$ cat config.mk
export PLATFORM = sky130hd
export DESIGN_NAME = ser_field_deser
export DESIGN_NICKNAME = d
export VERILOG_FILES = /design/src/rtl/ser_field_deser.sv
export SDC_FILE = /design/constraint.sdc
export NUM_CORES = 1
export LEC_CHECK = 0
export CORE_UTILIZATION = 54
export DETAILED_ROUTE_END_ITERATION = 12
export PLACE_DENSITY_LB_ADDON = 0.3
export SETUP_SLACK_MARGIN = 0.02
export SLEW_MARGIN = 20
export SYNTH_ARGS = -nofsm -noshare
export SYNTH_HDL_FRONTEND = slang
export SYNTH_SLANG_ARGS = --single-unit
$ cat constraint.sdc
create_clock -name clk -period 2.31 [get_ports clk]
set_clock_uncertainty 0.2 [all_clocks]
set_input_delay 0.231 -clock clk [delete_from_list [all_inputs] [get_ports clk]]
set_output_delay 0.231 -clock clk [all_outputs]
set_load 0.01 [all_outputs]
$ cat src/rtl/ser_field_deser.sv
// Framed serial deserialiser: start, 9 data bits LSB first, parity, stop.
// Splits good words into 2/3/4-bit fields and counts errored frames.
module ser_field_deser #(
    parameter bit PARITY_ODD = 1'b0,
    parameter int CNT_W      = 8
) (
    input  logic             clk,
    input  logic             rst,
    input  logic             ser_en,
    input  logic             ser_in,
    input  logic             err_clr,
    output logic [1:0]       data_in1,
    output logic [2:0]       data_in2,
    output logic [3:0]       data_in3,
    output logic             check,
    output logic             par_err,
    output logic             frm_err,
    output logic [CNT_W-1:0] err_cnt
);

    typedef enum logic [2:0] {
        S_IDLE  = 3'd0,
        S_DATA  = 3'd1,
        S_PAR   = 3'd2,
        S_STOP  = 3'd3,
        S_BREAK = 3'd4
    } state_t;

    localparam logic [CNT_W-1:0] CNT_MAX = {CNT_W{1'b1}};
    localparam logic [CNT_W-1:0] CNT_ONE = {{(CNT_W-1){1'b0}}, 1'b1};

    state_t           state_q, state_d;
    logic [3:0]       bitcnt_q, bitcnt_d;
    logic [8:0]       shift_q, shift_d;
    logic             par_q, par_d;
    logic [1:0]       f1_q, f1_d;
    logic [2:0]       f2_q, f2_d;
    logic [3:0]       f3_q, f3_d;
    logic             check_q, check_d;
    logic             par_err_q, par_err_d;
    logic             frm_err_q, frm_err_d;
    logic [CNT_W-1:0] err_cnt_q, err_cnt_d;
    logic             err_inc_s;

    function automatic logic calc_parity(input logic [8:0] d, input logic odd);
        return (^d) ^ odd;
    endfunction

    // Next-state, datapath and strobe logic; nothing moves without ser_en.
    always_comb begin
        state_d   = state_q;
        bitcnt_d  = bitcnt_q;
        shift_d   = shift_q;
        par_d     = par_q;
        f1_d      = f1_q;
        f2_d      = f2_q;
        f3_d      = f3_q;
        check_d   = 1'b0;
        par_err_d = 1'b0;
        frm_err_d = 1'b0;
        err_inc_s = 1'b0;
        if (ser_en) begin
            case (state_q)
                S_IDLE: begin
                    if (!ser_in) begin
                        state_d  = S_DATA;
                        bitcnt_d = 4'd0;
                    end else begin
                        state_d = S_IDLE;
                    end
                end
                S_DATA: begin
                    // LSB-first shift: after nine samples d[0] sits in bit 0.
                    shift_d = {ser_in, shift_q[8:1]};
                    if (bitcnt_q == 4'd8) begin
                        state_d = S_PAR;
                    end else begin
                        bitcnt_d = bitcnt_q + 4'd1;
                    end
                end
                S_PAR: begin
                    par_d   = ser_in;
                    state_d = S_STOP;
                end
                S_STOP: begin
                    if (ser_in) begin
                        state_d = S_IDLE;
                        if (calc_parity(shift_q, PARITY_ODD) == par_q) begin
                            f1_d    = shift_q[1:0];
                            f2_d    = shift_q[4:2];
                            f3_d    = shift_q[8:5];
                            check_d = 1'b1;
                        end else begin
                            par_err_d = 1'b1;
                            err_inc_s = 1'b1;
                        end
                    end else begin
                        frm_err_d = 1'b1;
                        err_inc_s = 1'b1;
                        state_d   = S_BREAK;
                    end
                end
                S_BREAK: begin
                    if (ser_in) begin
                        state_d = S_IDLE;
                    end else begin
                        state_d = S_BREAK;
                    end
                end
                default: begin
                    state_d = S_IDLE;
                end
            endcase
        end else begin
            state_d = state_q;
        end
    end

    // Saturating error counter; clear wins over a same-cycle increment.
    always_comb begin
        err_cnt_d = err_cnt_q;
        if (err_clr) begin
            err_cnt_d = {CNT_W{1'b0}};
        end else if (err_inc_s && (err_cnt_q != CNT_MAX)) begin
            err_cnt_d = err_cnt_q + CNT_ONE;
        end else begin
            err_cnt_d = err_cnt_q;
        end
    end

    // State and output registers with synchronous reset.
    always_ff @(posedge clk) begin
        if (rst) begin
            state_q   <= S_IDLE;
            bitcnt_q  <= 4'd0;
            shift_q   <= 9'd0;
            par_q     <= 1'b0;
            f1_q      <= 2'd0;
            f2_q      <= 3'd0;
            f3_q      <= 4'd0;
            check_q   <= 1'b0;
            par_err_q <= 1'b0;
            frm_err_q <= 1'b0;
            err_cnt_q <= {CNT_W{1'b0}};
        end else begin
            state_q   <= state_d;
            bitcnt_q  <= bitcnt_d;
            shift_q   <= shift_d;
            par_q     <= par_d;
            f1_q      <= f1_d;
            f2_q      <= f2_d;
            f3_q      <= f3_d;
            check_q   <= check_d;
            par_err_q <= par_err_d;
            frm_err_q <= frm_err_d;
            err_cnt_q <= err_cnt_d;
        end
    end

    assign data_in1 = f1_q;
    assign data_in2 = f2_q;
    assign data_in3 = f3_q;
    assign check    = check_q;
    assign par_err  = par_err_q;
    assign frm_err  = frm_err_q;
    assign err_cnt  = err_cnt_q;

endmodule

==> summary.txt, run 1 <==
Clocking
  • TritonCTS clock tree: built
  • H-tree levels: 2
  • Clock Path Buffers: 2
  • Hold_buf cts: 0
  • Number of CTS-inserted buffers: 5
  • Root Driver: clkbuf_4
  • Clock-pin slew on the worst setup and hold paths: 0.11 ns
  • CTS Sinks: 37
  • Clock Latency Late Sink: 0.34 ns

Logic synthesis
  • Sequential element share of the synthesized area: 41.31%
  • Synth warnings: 0
  • Netlist cell types: 45
  • Cell Area, Synth: 1793 um2
  • Post-synth top area cell: dfxtp_1
  • Syn Inst Count: 203
  • #FFs+latches synth: 37
  • Syn nets: around 210
  • Ys async rst share: 0%
  • Mean area per synthesized cell: 8.832 um2
  • Synth Area in Simple Gates: 26.03%
  • XOR/XNOR share of the synthesized area: around 6.1%
  • Synth Area in Compound Gates: 12.91%
  • Largest cells by area after synthesis: dfxtp_1 (41%), mux2i_1 (8.4%), nand2_1 (6.7%)
  • Yosys top cell area share: 41.31%
  • Multiplexer area fraction after synthesis: under 10%
  • Leading register cell type out of synthesis: dfxtp_1
  • Synth Area in Adders: 2.094%
  • Largest family of logic cells by synthesized area: simple AND/OR/NAND/NOR gates
  • Post-synth EDFFs: 0

Global routing
  • Largest net degree at the start of global routing: 27
  • GR Overflow Total: 0
  • Global Route Usage Sum: approximately a quarter
  • Initial antenna violation count: 0
  • First-pass GRT wire length: 6313 um
  • Vias in the first global route: 1397

Routing
  • Wire per inst: 13.91 um
  • Drt initial violations: 87
  • Drc violations: 0
  • Total Routed Length: 3895 um
  • Via count: 1597
  • Post-route antenna net violation count: 0
  • Via/cell ratio: approximately 5.7
  • Drt pass-1 iters: 4

Floorplanning
  • Chip Width: 59.62 um
  • Die area: 3555 um2
  • Starting density of the core: 57.78%
  • Core box area: 3103 um2
  • FP Rows: 20
  • # IOs: 25
  • Die height: 59.62 um

Finish
  • Layout cells sized above 1: 10.59%
  • P&R area growth vs syn: 22.68%
  • ANT cells: 0
  • Fin nets: about 240
  • Post-route cell area: 2200 um2

Pwr
  • Pwr Density: 512.6 nW/um2
  • Lkg Pwr: 0.7345 nW
  • VDD IR max: 0.0003622 V
  • Comb power frac: 8.3%
  • Sw Pwr: around 270 uW
  • Int Pwr: roughly 860 uW
  • Flop pwr share: 57.6%
  • Sw Share: 23.94%
  • Proportion of power drawn by the clock network: 34.0%

STA
  • Fin Hold WS: between 0.2 and 0.3 ns
  • Slew @ Worst Pin: 0.5245 ns
  • Min Tclk post-route: between 2 and 2.5 ns
  • Hold Violations, Final: 0
  • RSZ-0062 raised after global routing: true
  • Max_slew headroom: approximately two thirds
  • F_max: about 450 MHz
  • Final TNS setup: 0 ns
  • Number of slew-limit violations in the final report: 0
  • Setup ws final: 0.1051 ns
  • Final setup violation count: 0
  • Fin crit share: between 90% and 100%

Place
  • Post-DP Area: 2113 um2
  • DP Wirelength: about 2800 um
  • Gpl congestion: 0.8256
  • Port buffer count: 24
  • Pre-CTS setup slack: 0.02885 ns

Worst setup path
  • Worst Setup End Kind: register
  • Critical Path AT: 2.28 ns
  • Worst Setup Start Kind: register
  • Critical path class: register to register
  • Crit Path Max Fanout: 6
  • Worst path required time: 2.38 ns

Run
  • Max-Cap Viols: 0

Status
  • Status: complete, no violations

Min path
  • Worst Hold Class: register to register
stage by stage:
| stage | total power [mW] | instances | util [%] |
|---|---|---|---|
| finish | 1.127 | 280 | 70.89 |
| global route | 1.179 | 280 | 70.89 |
| CTS | 1.137 | 279 | 70.52 |
| detailed placement | 0.7556 | 271 | 68.10 |
| global placement | 0.7505 | 271 | 68.10 |
| floorplan | 0.7246 | 203 | - |
power by group through the flow:
stage	sequential, mW	clock [mW]	combinational (mW)
floorplan	0.660	0	0.0643
global placement	0.663	0	0.0874
detailed placement	0.664	0	0.0917
CTS	0.649	0.396	0.0924
global route	0.651	0.425	0.103
finish	0.650	0.384	0.0940
final timing paths:
kind	startpoint	endpoint	cells after the start	slack, ns
max	shift_q[2]	err_cnt[5]	5	0.11
min	data_in3[1]	data_in3[1]	2	0.28
max reg2reg	shift_q[2]	err_cnt[5]	5	0.11
min reg2reg	data_in3[1]	data_in3[1]	2	0.28
per-layer routing:
layer	wire length [um]	vias to the layer above	track usage (%)	part of all wire, %
li1	-	775	-	-
met1	1724	770	31.03	44
met2	1939	50	39.33	50
met3	210	2	7.860	5.4
met4	21	0	6.977	0.54
met5	0	-	0	0
cells in the mapped netlist, types with 3 or more instances:
library cell and n:
a21oi_1 18, clkbuf_1 6, dfxtp_1 37, ha_1 3, inv_1 6, mux2i_1 15
nand2_1 32, nand2b_1 17, nand3_1 4, nor2_1 11, nor3_1 3, or3_1 6
xnor2_1 4
registers in the layout (all words and copies together) (netlist names):
register and cells:
state_q 3, par_err 1, shift_q 9, data_in2 3, check 1, par_q 1, err_cnt 8, data_in3 4
frm_err 1, bitcnt_q 4, data_in1 2
worst max-delay path: stages (launching register included):
cell	delay, ns
dfxtp_1	0.40
xor2_1	0.18
xnor3_2	0.50
xnor2_2	0.23
a2111oi_2	0.42
mux2i_1	0.21
placed cells by master (no fill, tap or decap), drive strengths merged, types with 4 or more instances in the layout:
| master | netlist | routed |
|---|---|---|
| dfxtp | 37 | 37 |
| nand2 | 32 | 32 |
| clkdlybuf4s50 | 0 | 24 |
| a21oi | 18 | 18 |
| nand2b | 17 | 17 |
| mux2i | 15 | 15 |
| nor2 | 11 | 11 |
| buf | 2 | 9 |
| clkbuf | 6 | 7 |
| inv | 6 | 6 |
| or3 | 6 | 6 |
| xnor2 | 6 | 6 |
| nand3 | 4 | 4 |
what timing repair did:
| action | CTS | global route |
|---|---|---|
| cloned | 0 | 1 |
| buffers inserted | 0 | 0 |
| endpoints found under the setup margin | 1 | 10 |
| resized for setup | 1 | 3 |
| pin swaps | 0 | 2 |
kinds of logic after synthesis:
family / count (synthesis)
adders and majority gates: 3
AOI/OAI and AO/OA: 35
xor gates and xnor gates: 9
DFF: 37
buffers and inverters: 14
and+or+nand+nor: 90
muxes: 15
area by class of cell:
type	instances	area [um2]
fillers	259	903.4
clock inverters	1	5.005
multi-input cells	152	1005
clock buffers	7	65.06
well taps	44	55.05
repair buffers	33	305.3
flip-flops and latches	37	742.0
inverters	6	22.52
Power figures use the tool's default switching activity.
==> run 2: changes to the inputs <==
--- a/config.mk
+++ b/config.mk
@@ -5,7 +5,8 @@
 export SDC_FILE = /design/constraint.sdc
 export NUM_CORES = 1
 export LEC_CHECK = 0
-export CORE_UTILIZATION = 54
+export ABC_AREA = 1
+export CORE_UTILIZATION = 53
 export DETAILED_ROUTE_END_ITERATION = 12
 export PLACE_DENSITY_LB_ADDON = 0.3
 export SETUP_SLACK_MARGIN = 0.02
==> run 2 against run 1 <==
Compared with the run above: count of clock-buffer cells in the layout fell by 1; critical path depth rose by 7; clock power grew 25%; synthesized cell count up 13%; first-iteration DRC count down 29%; sequential share of layout area is 1.2 points higher; cell count increased by 7.9%; critical path type unchanged; critical endpoint unchanged.
==> summary.txt, run 2 <==
Status
  • Status: complete, no violations (unchanged)

STA
  • RSZ-0062 raised after global routing: false (was true)
  • Hold Violations, Final: 0 (unchanged)
  • Final setup violation count: 0 (unchanged)
  • F_max: 499.4 MHz (was 453.5 MHz)
  • Fin Hold WS: 0.2678 ns (was 0.2818 ns)
  • Number of slew-limit violations in the final report: 0 (unchanged)
  • Setup ws final: 0.3077 ns (was 0.1051 ns)
  • Max_slew headroom: 66.58% (was 64.91%)
  • Min Tclk post-route: 2.002 ns (was 2.205 ns)
  • Fin crit share: 86.68% (was 95.45%)
  • Final TNS setup: 0 ns (unchanged)
  • Slew @ Worst Pin: 0.5012 ns (was 0.5245 ns)

Clocking
  • Hold_buf cts: 0 (unchanged)
  • Clock Path Buffers: 2 (unchanged)
  • Root Driver: clkbuf_4 (unchanged)
  • TritonCTS clock tree: built (unchanged)
  • Clock Latency Late Sink: 0.36 ns (was 0.34 ns)
  • CTS Sinks: 37 (unchanged)
  • H-tree levels: 2 (unchanged)
  • Post-CTS Setup Bufs: 0 (unchanged)
  • Clock-pin slew on the worst setup and hold paths: 0.12 ns (was 0.11 ns)
  • Post_cts resized: 0 (was 1)
  • Number of CTS-inserted buffers: 5 (unchanged)

Finish
  • Fin nets: 265 (was 243)
  • Biggest register: shift_q (unchanged)
  • Non-filler cells, final: 302 (was 280)
  • Max reg flops: 9 (unchanged)
  • Fill count: 290 (was 259)
  • Most frequent cells in the layout: nand2_1 (45), dfxtp_1 (37), a21oi_1 (28), clkdlybuf4s50_1 (24), inv_1 (18) (was dfxtp_1 (36), nand2_1 (32), clkdlybuf4s50_1 (24), a21oi_1 (18), nand2b_1 (17))
  • Post-route cell area: 2118 um2 (was 2200 um2)
  • Layout cells sized above 1: 8.527% (was 10.59%)
  • Fin util: 68.27% (was 70.89%)
  • P&R area growth vs syn: 20.93% (was 22.68%)
  • ANT cells: 0 (unchanged)
  • Most common cell after layout, fill and taps aside: nand2_1 (was dfxtp_1)

Global routing
  • First-pass GRT wire length: 6127 um (was 6313 um)
  • GR Overflow Total: 0 (unchanged)
  • Initial antenna violation count: 0 (unchanged)
  • Vias in the first global route: 1448 (was 1397)
  • Largest net degree at the start of global routing: 16 (was 27)
  • Global Route Usage Sum: 23.55% (was 24.32%)

Routing
  • Drc violations: 0 (unchanged)
  • Wire per inst: 11.95 um (was 13.91 um)
  • Via count: 1570 (was 1597)
  • Total Routed Length: 3608 um (was 3895 um)
  • Via/cell ratio: 5.199 (was 5.704)
  • Drt initial violations: 62 (was 87)
  • Drt pass-1 iters: 4 (unchanged)
  • Post-route antenna net violation count: 0 (unchanged)

Run
  • Max-Cap Viols: 0 (unchanged)

Logic synthesis
  • Mean area per synthesized cell: 7.649 um2 (was 8.832 um2)
  • Leading register cell type out of synthesis: dfxtp_1 (unchanged)
  • Post-synth EDFFs: 0 (unchanged)
  • Syn Inst Count: 229 (was 203)
  • Post-synth top area cell: dfxtp_1 (unchanged)
  • Yosys top cell area share: 42.29% (was 41.31%)
  • Synth warnings: 0 (unchanged)
  • Ys async rst share: 0% (unchanged)
  • Sequential element share of the synthesized area: 42.29% (was 41.31%)
  • #FFs+latches synth: 37 (unchanged)
  • Top-count cell post-synth: nand2_1 (was dfxtp_1)
  • Cell Area, Synth: 1752 um2 (was 1793 um2)
  • Syn nets: 237 (was 211)
  • Synth top cells by count: nand2_1 (45), dfxtp_1 (37), a21oi_1 (28) (was dfxtp_1 (37), nand2_1 (32), a21oi_1 (18))
  • Netlist cell types: 28 (was 45)
  • Largest cells by area after synthesis: dfxtp_1 (42%), nand2_1 (9.6%), a21oi_1 (8.0%) (was dfxtp_1 (41%), mux2i_1 (8.4%), nand2_1 (6.7%))

Place
  • Placed cell count: 294 (was 271)
  • DP Wirelength: 2533 um (was 2805 um)
  • Port buffer count: 24 (unchanged)
  • Post-DP Area: 2029 um2 (was 2113 um2)
  • Pre-CTS setup slack: 0.2337 ns (was 0.02885 ns)
  • Gpl congestion: 0.8813 (was 0.8256)

Pwr
  • Proportion of power drawn by the clock network: 35.3% (was 34.0%)
  • Sw Share: 28.19% (was 23.94%)
  • VDD IR max: 0.0004377 V (was 0.0003622 V)
  • Int Pwr: 976.2 uW (was 857.6 uW)
  • Power Total: 1.360 mW (was 1.127 mW)
  • Lkg Pwr: 0.8096 nW (was 0.7345 nW)
  • Sw Pwr: 383.3 uW (was 269.9 uW)
  • Comb power frac: 14.7% (was 8.3%)
  • Pwr Density: 641.8 nW/um2 (was 512.6 nW/um2)
  • Flop pwr share: 50.0% (was 57.6%)

Worst setup path
  • FF-to-FF setup slack: 0.31 ns (was 0.11 ns)
  • Critical Path Most Common Cell: nand2_1
  • R2r worst-path depth: 12 (was 5)
  • Critical Path, Cell by Cell: inv_1 -> nand2_1 -> nand2_1 -> nand2_1 -> nand3_1 -> nand2_1 -> nand2_2 -> nand2_2 -> nand2_4 -> nand2_2 -> nand2_1 -> a21oi_1 (was xor2_1 -> xnor3_2 -> xnor2_2 -> a2111oi_2 -> mux2i_1)
  • Crit Path Max Fanout: 12 (was 6)
  • Critical R2R Launch: shift_q[5] (was shift_q[2])
  • Worst Setup End Kind: register (unchanged)
  • Max stage delay on crit path: 0.45 ns (was 0.50 ns)
  • Critical Path AT: 2.09 ns (was 2.28 ns)
  • Worst path required time: 2.39 ns (was 2.38 ns)
  • Critical Path Source: shift_q[5] (was shift_q[2])
  • Worst path slowest cell: dfxtp_1 (was xnor3_2)
  • Critical path class: register to register (unchanged)
  • Worst Setup Start Kind: register (unchanged)

Floorplanning
  • # IOs: 25 (unchanged)
  • FP Rows: 20 (unchanged)
  • Starting density of the core: 56.45% (was 57.78%)
  • Die area: 3539 um2 (was 3555 um2)
  • Core box area: 3103 um2 (unchanged)
  • Chip Width: 59.49 um (was 59.62 um)
  • Die height: 59.49 um (was 59.62 um)

Min path
  • Worst hold stages: 2 (unchanged)
  • Hold Startpoint: data_in2[1] (was data_in3[1])
  • Worst Hold Class: register to register (unchanged)
## run 2: cell types whose count changed after synthesis, moves of 12 or more
| cell | delta |
|---|---|
| inv_1 | +12 |
| mux2i_1 | -15 |
| nand2_1 | +13 |
| nand2b_1 | -17 |
| nand3_1 | +13 |
| o21ai_0 | +13 |
## run 2: worst paths after layout
kind / endpoint
max: err_cnt[5]
min: data_in2[1]
max reg2reg: err_cnt[5]
min reg2reg: data_in2[1]
## run 2: kinds of logic after synthesis
group | Yosys count | synth area share (%)
flops | 37 | 42.29
xor+xnor | 13 | 6.500
simple gates | 103 | 27.36
fa+ha+maj | 3 | 2.143
compound gates | 47 | 14.93
buf+inv | 26 | 6.785
## run 2: critical path, delay by kind of cell, from the launching register on
family          cells  cell delay [ns]
compound gates      1             0.12
buf+inv             1             0.10
simple gates       10             1.04
flops               1             0.45
## run 2: area by class of cell
class	count	area (um2)	area share (%)
Clock inverter	2	37.54	1.772
Inverter	19	71.32	3.367
Multi-Input combinational cell	166	892.1	42.11
Timing Repair Buffer	28	270.3	12.76
Clock buffer	6	51.30	2.422
Sequential cell	37	740.7	34.97
Tap cell	44	55.05	2.599
## run 2: layer usage
metal / vias up / wire length, um / global-route usage (%)
li1: 825 / - / -
met4: 0 / 57 / 10.30
met5: - / 0 / 0
met2: 32 / 1748 / 38.20
met3: 8 / 140 / 7.642
met1: 705 / 1662 / 28.51
## run 2: power by group through the flow
stage	Sequential [mW]	Clock [mW]	Combinational (mW)
global route	0.684	0.521	0.228
detailed placement	0.694	0	0.196
floorplan	0.688	0	0.182
CTS	0.680	0.490	0.198
finish	0.680	0.480	0.200
global placement	0.694	0	0.190
